`src/rtl/quadrature_generator.sv`:
```
// Quadrature A/B emulator: walks a Gray-coded (a,b) pair one edge at a time
// from the current position q toward a programmable target at a programmable rate.
//
//   state | meaning
//   ------+---------------------------------------------------------------
//   IDLE  | q == target (or no move requested); a/b held, timer idle
//   RUN   | timer counting down; on terminal count one edge toward target
module quadrature_generator #(
    parameter int POS_WIDTH    = 16,
    parameter int PERIOD_WIDTH = 16
) (
    input  logic                    clk,
    input  logic                    rst_n,
    input  logic                    we,
    input  logic                    set_pos,
    input  logic [POS_WIDTH-1:0]    din,
    input  logic [PERIOD_WIDTH-1:0] period,
    output logic                    a,
    output logic                    b,
    output logic [POS_WIDTH-1:0]    q,
    output logic                    busy,
    output logic                    done
);

    typedef enum logic {
        IDLE = 1'b0,
        RUN  = 1'b1
    } state_t;

    state_t                  state, state_n;
    logic [1:0]              phase, phase_n;
    logic [POS_WIDTH-1:0]    q_n;
    logic [POS_WIDTH-1:0]    target, target_n;
    logic [PERIOD_WIDTH-1:0] timer, timer_n;
    logic                    done_n;
    logic                    a_n, b_n;

    logic [PERIOD_WIDTH-1:0] reload;
    logic [POS_WIDTH-1:0]    target_eff;

    // A period of zero behaves exactly like a period of one.
    assign reload = (period == '0) ? '0 : period - PERIOD_WIDTH'(1);

    // A write landing on the stepping cycle steers that very step.
    assign target_eff = we ? din : target;

    always_comb begin
        state_n  = state;
        phase_n  = phase;
        q_n      = q;
        target_n = target;
        timer_n  = timer;
        done_n   = 1'b0;

        if (set_pos) begin
            q_n      = din;
            target_n = din;
            timer_n  = '0;
            state_n  = IDLE;
            done_n   = (state == RUN);
        end else begin
            if (we) begin
                target_n = din;
            end
            unique case (state)
                IDLE: begin
                    if (we && (din != q)) begin
                        state_n = RUN;
                        timer_n = reload;
                    end
                end
                RUN: begin
                    if (timer != '0) begin
                        timer_n = timer - PERIOD_WIDTH'(1);
                    end else if (target_eff > q) begin
                        q_n     = q + POS_WIDTH'(1);
                        phase_n = phase + 2'd1;
                        timer_n = reload;
                        if (q_n == target_eff) begin
                            state_n = IDLE;
                            done_n  = 1'b1;
                        end
                    end else if (target_eff < q) begin
                        q_n     = q - POS_WIDTH'(1);
                        phase_n = phase - 2'd1;
                        timer_n = reload;
                        if (q_n == target_eff) begin
                            state_n = IDLE;
                            done_n  = 1'b1;
                        end
                    end else begin
                        state_n = IDLE;
                        done_n  = 1'b1;
                    end
                end
                default: state_n = IDLE;
            endcase
        end
    end

    // Phase 0..3 maps to (a,b) = 00, 10, 11, 01.
    assign a_n = phase_n[1] ^ phase_n[0];
    assign b_n = phase_n[1];

    always_ff @(posedge clk or negedge rst_n) begin
        if (!rst_n) begin
            state  <= IDLE;
            phase  <= 2'd0;
            a      <= 1'b0;
            b      <= 1'b0;
            q      <= '0;
            target <= '0;
            timer  <= '0;
            done   <= 1'b0;
        end else begin
            state  <= state_n;
            phase  <= phase_n;
            a      <= a_n;
            b      <= b_n;
            q      <= q_n;
            target <= target_n;
            timer  <= timer_n;
            done   <= done_n;
        end
    end

    assign busy = (state == RUN);

endmodule

```
`config.mk`:
```
export PLATFORM = sky130hd
export DESIGN_NAME = quadrature_generator
export DESIGN_NICKNAME = d
export VERILOG_FILES = /design/src/rtl/quadrature_generator.sv
export SDC_FILE = /design/constraint.sdc
export NUM_CORES = 1
export LEC_CHECK = 0
export BUFFER_PORTS_ARGS = -buffer_cell sky130_fd_sc_hd__buf_2
export CORE_ASPECT_RATIO = 1.75
export CORE_MARGIN = 2
export CORE_UTILIZATION = 58
export DETAILED_ROUTE_END_ITERATION = 8
export MAX_ROUTING_LAYER = met4
export PLACE_DENSITY_LB_ADDON = 0.3
export SETUP_SLACK_MARGIN = 0.1
export SLEW_MARGIN = 40
export SYNTH_ARGS = -nofsm -noshare
export SYNTH_HDL_FRONTEND = slang
export SYNTH_SLANG_ARGS = --single-unit
```
`constraint.sdc`:
```
create_clock -name clk -period 4.2 [get_ports clk]
set_clock_uncertainty 0.2 [all_clocks]
set_input_delay 0.63 -clock clk [delete_from_list [all_inputs] [get_ports clk]]
set_output_delay 0.63 -clock clk [all_outputs]
set_load 0.02 [all_outputs]
```
# Word-level counts from Yosys, hierarchy flattened

Cells that the tools add are included.
Widths: inputs -> output; s select.

Flip-flop bits (word level): 54
Latch bits: 0
RAM bits: 0
Memory bits (read-only): 0
Output and inout port bits: 20
Logic and storage cells: 65
Memories: 0

Add/sub/neg operators: 6
Multiply operators: 0
Div/mod/pow operators: 0
Order comparisons: 2
Eq/ne operators: 6
Shift operators: 0
Mux-type cells: 34
Bitwise operators: 2
Reductions and logical operators: 7

Operators with widths:

| operator              | number |
|---|---|
| $mux 16               | 13 |
| $sub 16x1->16 const B | 3 |
| $eq 16x16->1          | 2 |
| $pmux 16 s2           | 1 |
| $add 16x1->16 const B | 1 |
| $gt 16x16->1          | 1 |
| $logic_not 16->1      | 1 |
| $lt 16x16->1          | 1 |
| $ne 16x16->1          | 1 |
| $reduce_bool 16->1    | 1 |
| $mux 1                | 14 |
| $mux 2                | 5 |
| $ne 5x2->1 const B    | 1 |
| $ne 3x3->1 const B    | 1 |
| $reduce_and 3->1      | 1 |
| $reduce_bool 3->1     | 1 |
| $add 2x1->2 const B   | 1 |
| $ne 2x2->1 const B    | 1 |
| $pmux 1 s2            | 1 |
| $reduce_and 2->1      | 1 |
| $reduce_bool 2->1     | 1 |
| $sub 2x1->2 const B   | 1 |
| $logic_and 1x1->1     | 1 |
| $not 1->1             | 1 |
| $xor 1x1->1           | 1 |

# Longest topological paths before layout

Word-level depth: 8
Depth in mapped cells: 13
Gate-level depth less buffers: 10

# Worst setup path after synthesis

No wires, ideal clock.

Kind: in2reg
From: input we
To: register q[15]
Arrival time: 3.555 ns
Data required time: 3.918 ns
Setup slack: 0.363 ns
Cell stages on the path: 11
Buffers on the path: 2
Cells stage by stage: buf_6 > buf_6 > mux2i_1 > inv_1 > ha_1 > and4_1 > a221o_2 > o31ai_4 > mux2_2 > or3_1 > a31oi_1

Cells in the longest elaborated chain, start to end: 6

RTL lines:

| item                 | line | RTL |
|---|---|---|
| from (decl)          | 14   | `input logic we,` |
| $mux 16 *            | --   |  |
| $gt 16x16->1         | 75   | `end else if (target_eff > q) begin` |
| $mux 16              | 75   |  |
| $mux 16              | 73   | `if (timer != '0) begin` |
| $mux 16              | 65   | `unique case (state)` |
| $mux 16              | 55   | `if (set_pos) begin` |
| to (signal assigned) | 120  | `q <= q_n;` |
| to (decl)            | 20   | `output logic [POS_WIDTH-1:0] q,` |

Every way passes the cells marked *; elsewhere a longest branch is shown, timed or not. The select of a mux whose other input is x is not followed.
A chain may end at the register's enable or synchronous reset.

# Final worst setup path

From: input we
To: register q[3]

Same word-level chain as after synthesis.

==> results.txt <==
Final period util: 0.897
Pleak: 2.36 nW
routability cong.: 1.03
final setup fails: 0
vias per cell: 6.54
Worst-path clk slew: 70 ps
Top FF cell, synth: dfrtp_1
post-cts sizing count: 0
fin crit period: 3770 ps
synthesized area per cell: 8.09 sq um
wire per inst: 21.9 microns
largest net degree at the start of global routing: 54
Hold Worst Slack: 264 ps
DRC: 0
outcome: finished clean
worst hold path type: in2async
vias in the first global route: 5250
DP Worst Slack: 152 ps
H-tree level count: 2
Finished Layout Cells: 806
area occupied by multi-input gates: 3500 sq um
Mapped Nets: 689
Final Util: 0.665
ys async rst share: 1.00
Peak VDD IR: 0.183 mV
Port Buffers: 55
Sequential cell area: 1330 sq um
largest cells by area after synthesis: dfrtp_1 (26%), xnor2_1 (8.6%), nor2_1 (5.5%), ha_1 (5.4%), mux2i_1 (4.3%)
Post-CTS Setup Repair Bufs: 0
cts bufs inserted: 5
worst endpoint required time: 4220 ps
Mapped Cells: 631
post-synthesis sequential area ratio: 0.260
initial antenna violation count: 0
Ports: 56
worst-path fanout max: 21
CTS Buffer Depth: 2
Slew HR: 0.393
f_max: 266 MHz
Slew @ Worst Pin: 888 ps
kind of end point of the critical path: flip-flop
cts hold-fix bufs: 0
drt pass-1 iters: 5
die width: 74.9 microns
Post-Route WL: 17.6 mm
CTS sink cnt: 53
Final Max Tran Viols: 0
area grow syn2layout: 12.2%
RSZ-0062 raised after global routing: false
Syn Std Cell Area: 5110 sq um
clock latency at the later pin of the worst-skew pair: 300 ps
CP Data Arrival Time: 3780 ps
first-pass GRT wire length: 27.6 mm
grt ovf: 0
Fin Setup TNS: 0 ps
Commonest cells post-synth: nor2_1 (75), dfrtp_1 (53), xnor2_1 (50)
Pwr per Cell Area: 357 nW/um^2
EDFF count, synth: 0
Ant. Diodes: 0
leading area contributor after synthesis: dfrtp_1
core box area: 8610 sq um
PnR worst setup slack: 434 ps
CTS tree: done
Yosys reg bits: 53
max cap viols: 0
Yosys cell types: 70
most frequent cell after synthesis: nor2_1
Final #Nets: 746
Die Y: 128 microns
yosys warns: 0
Placed Cells incl. Taps: 798
post-DP HPWL: 13.5 mm
Worst Path Class, Setup: in2reg
initial core utilization: 0.593
Die ar.: 9600 sq um
vias after detailed routing: 5275
GRT Total Usage: 0.398
share of layout cells above drive strength 1: 0.186
Worst Setup Start Kind: input pin
Root Buffer: clkbuf_16
ANT nets after route: 0
final hold vios: 0
DRT iter0 DRCs: 368
# rows: 45
layout filler cell count: 771
Synth top area share: 0.260
## layer usage
| metal | track usage | part of all wire |
|---|---|---|
| met5 | - | 0 |
| met1 | 0.387 | 0.34 |
| met4 | 0.292 | 0.086 |
| met2 | 0.673 | 0.52 |
| met3 | 0.0731 | 0.056 |
## flip-flops by register name, indices dropped and copies added (netlist names)
| signal | flops |
|---|---|
| done | 1 |
| phase | 1 |
| target | 16 |
| busy | 1 |
| timer | 16 |
| a | 1 |
| b | 1 |
| q | 16 |
## cells in the final DEF (no fill, tap or decap), types with 4 or more instances in the layout
master     instances
nor3_1            29
or4_1              6
mux2_2            13
and3_1             6
buf_4             26
a21oi_1           39
a211oi_1           5
nand4_1           14
clkbuf_16          5
nor2_1            75
buf_2             55
nand3_1           15
nor4_4             4
or3_1             20
nand2_1           44
o21ai_1            7
a31oi_1           20
xor2_1            12
nor4_1             8
o21ai_0           32
mux2i_1           22
inv_1             30
o31ai_1            4
ha_1              22
xnor2_1           50
nor2b_1            5
dfrtp_1           53
## final timing paths
path                           start    endpoint  slack, ps  depth (start not counted)
setup / recovery                  we        q[3]        430                         10
hold / removal                 rst_n   timer[13]        260                          2
setup reg to reg                q[4]        busy        700                          8
hold reg to reg            timer[14]   timer[14]        320                          2
max in group asynchronous      rst_n  target[14]       3040                          2
min in group clk           timer[14]   timer[14]        320                          2
## cell families after synthesis
| logic type | Yosys count | share of synthesized area |
|---|---|---|
| and+or+nand+nor | 250 | 0.260 |
| buffers and inverters | 63 | 0.0561 |
| AOI/OAI and AO/OA | 144 | 0.185 |
| DFF | 53 | 0.260 |
| adders and majority gates | 22 | 0.0539 |
| xor gates and xnor gates | 63 | 0.110 |
| muxes | 36 | 0.0747 |
## report_power, final
| part | switching [mW] | internal [mW] | leakage [nW] |
|---|---|---|---|
| combinational | 0.543 | 0.330 | 1.64 |
| sequential | 0.103 | 0.581 | 0.636 |
| clock | 0.204 | 0.283 | 0.0810 |
## critical path, cell delays in order
cell and delay, ps:
buf_2 300, mux2i_1 410, inv_1 200, ha_1 320, and4_1 200, a221o_2 440, o31ai_4 300, nand2_2 300
or3_1 450, a31oi_1 210
## through the flow
| stage | power (mW) | instance area [sq um] |
|---|---|---|
| after global routing | 2.14 | 5730 |
| final | 2.04 | 5730 |
| after CTS | 2.02 | 5720 |
| after global placement | 1.52 | 5560 |
| after detailed placement | 1.54 | 5560 |
| after floorplan | 1.26 | 5110 |
## area by class of cell
cell class                      count  share of cell area
Clock buffer                        6              0.0225
Clock inverter                      2             0.00677
Inverter                           32              0.0210
Multi-Input combinational cell    515               0.611
Sequential cell                    53               0.231
Tap cell                          117              0.0255
Timing Repair Buffer               81              0.0821
Power figures use the tool's default switching activity.
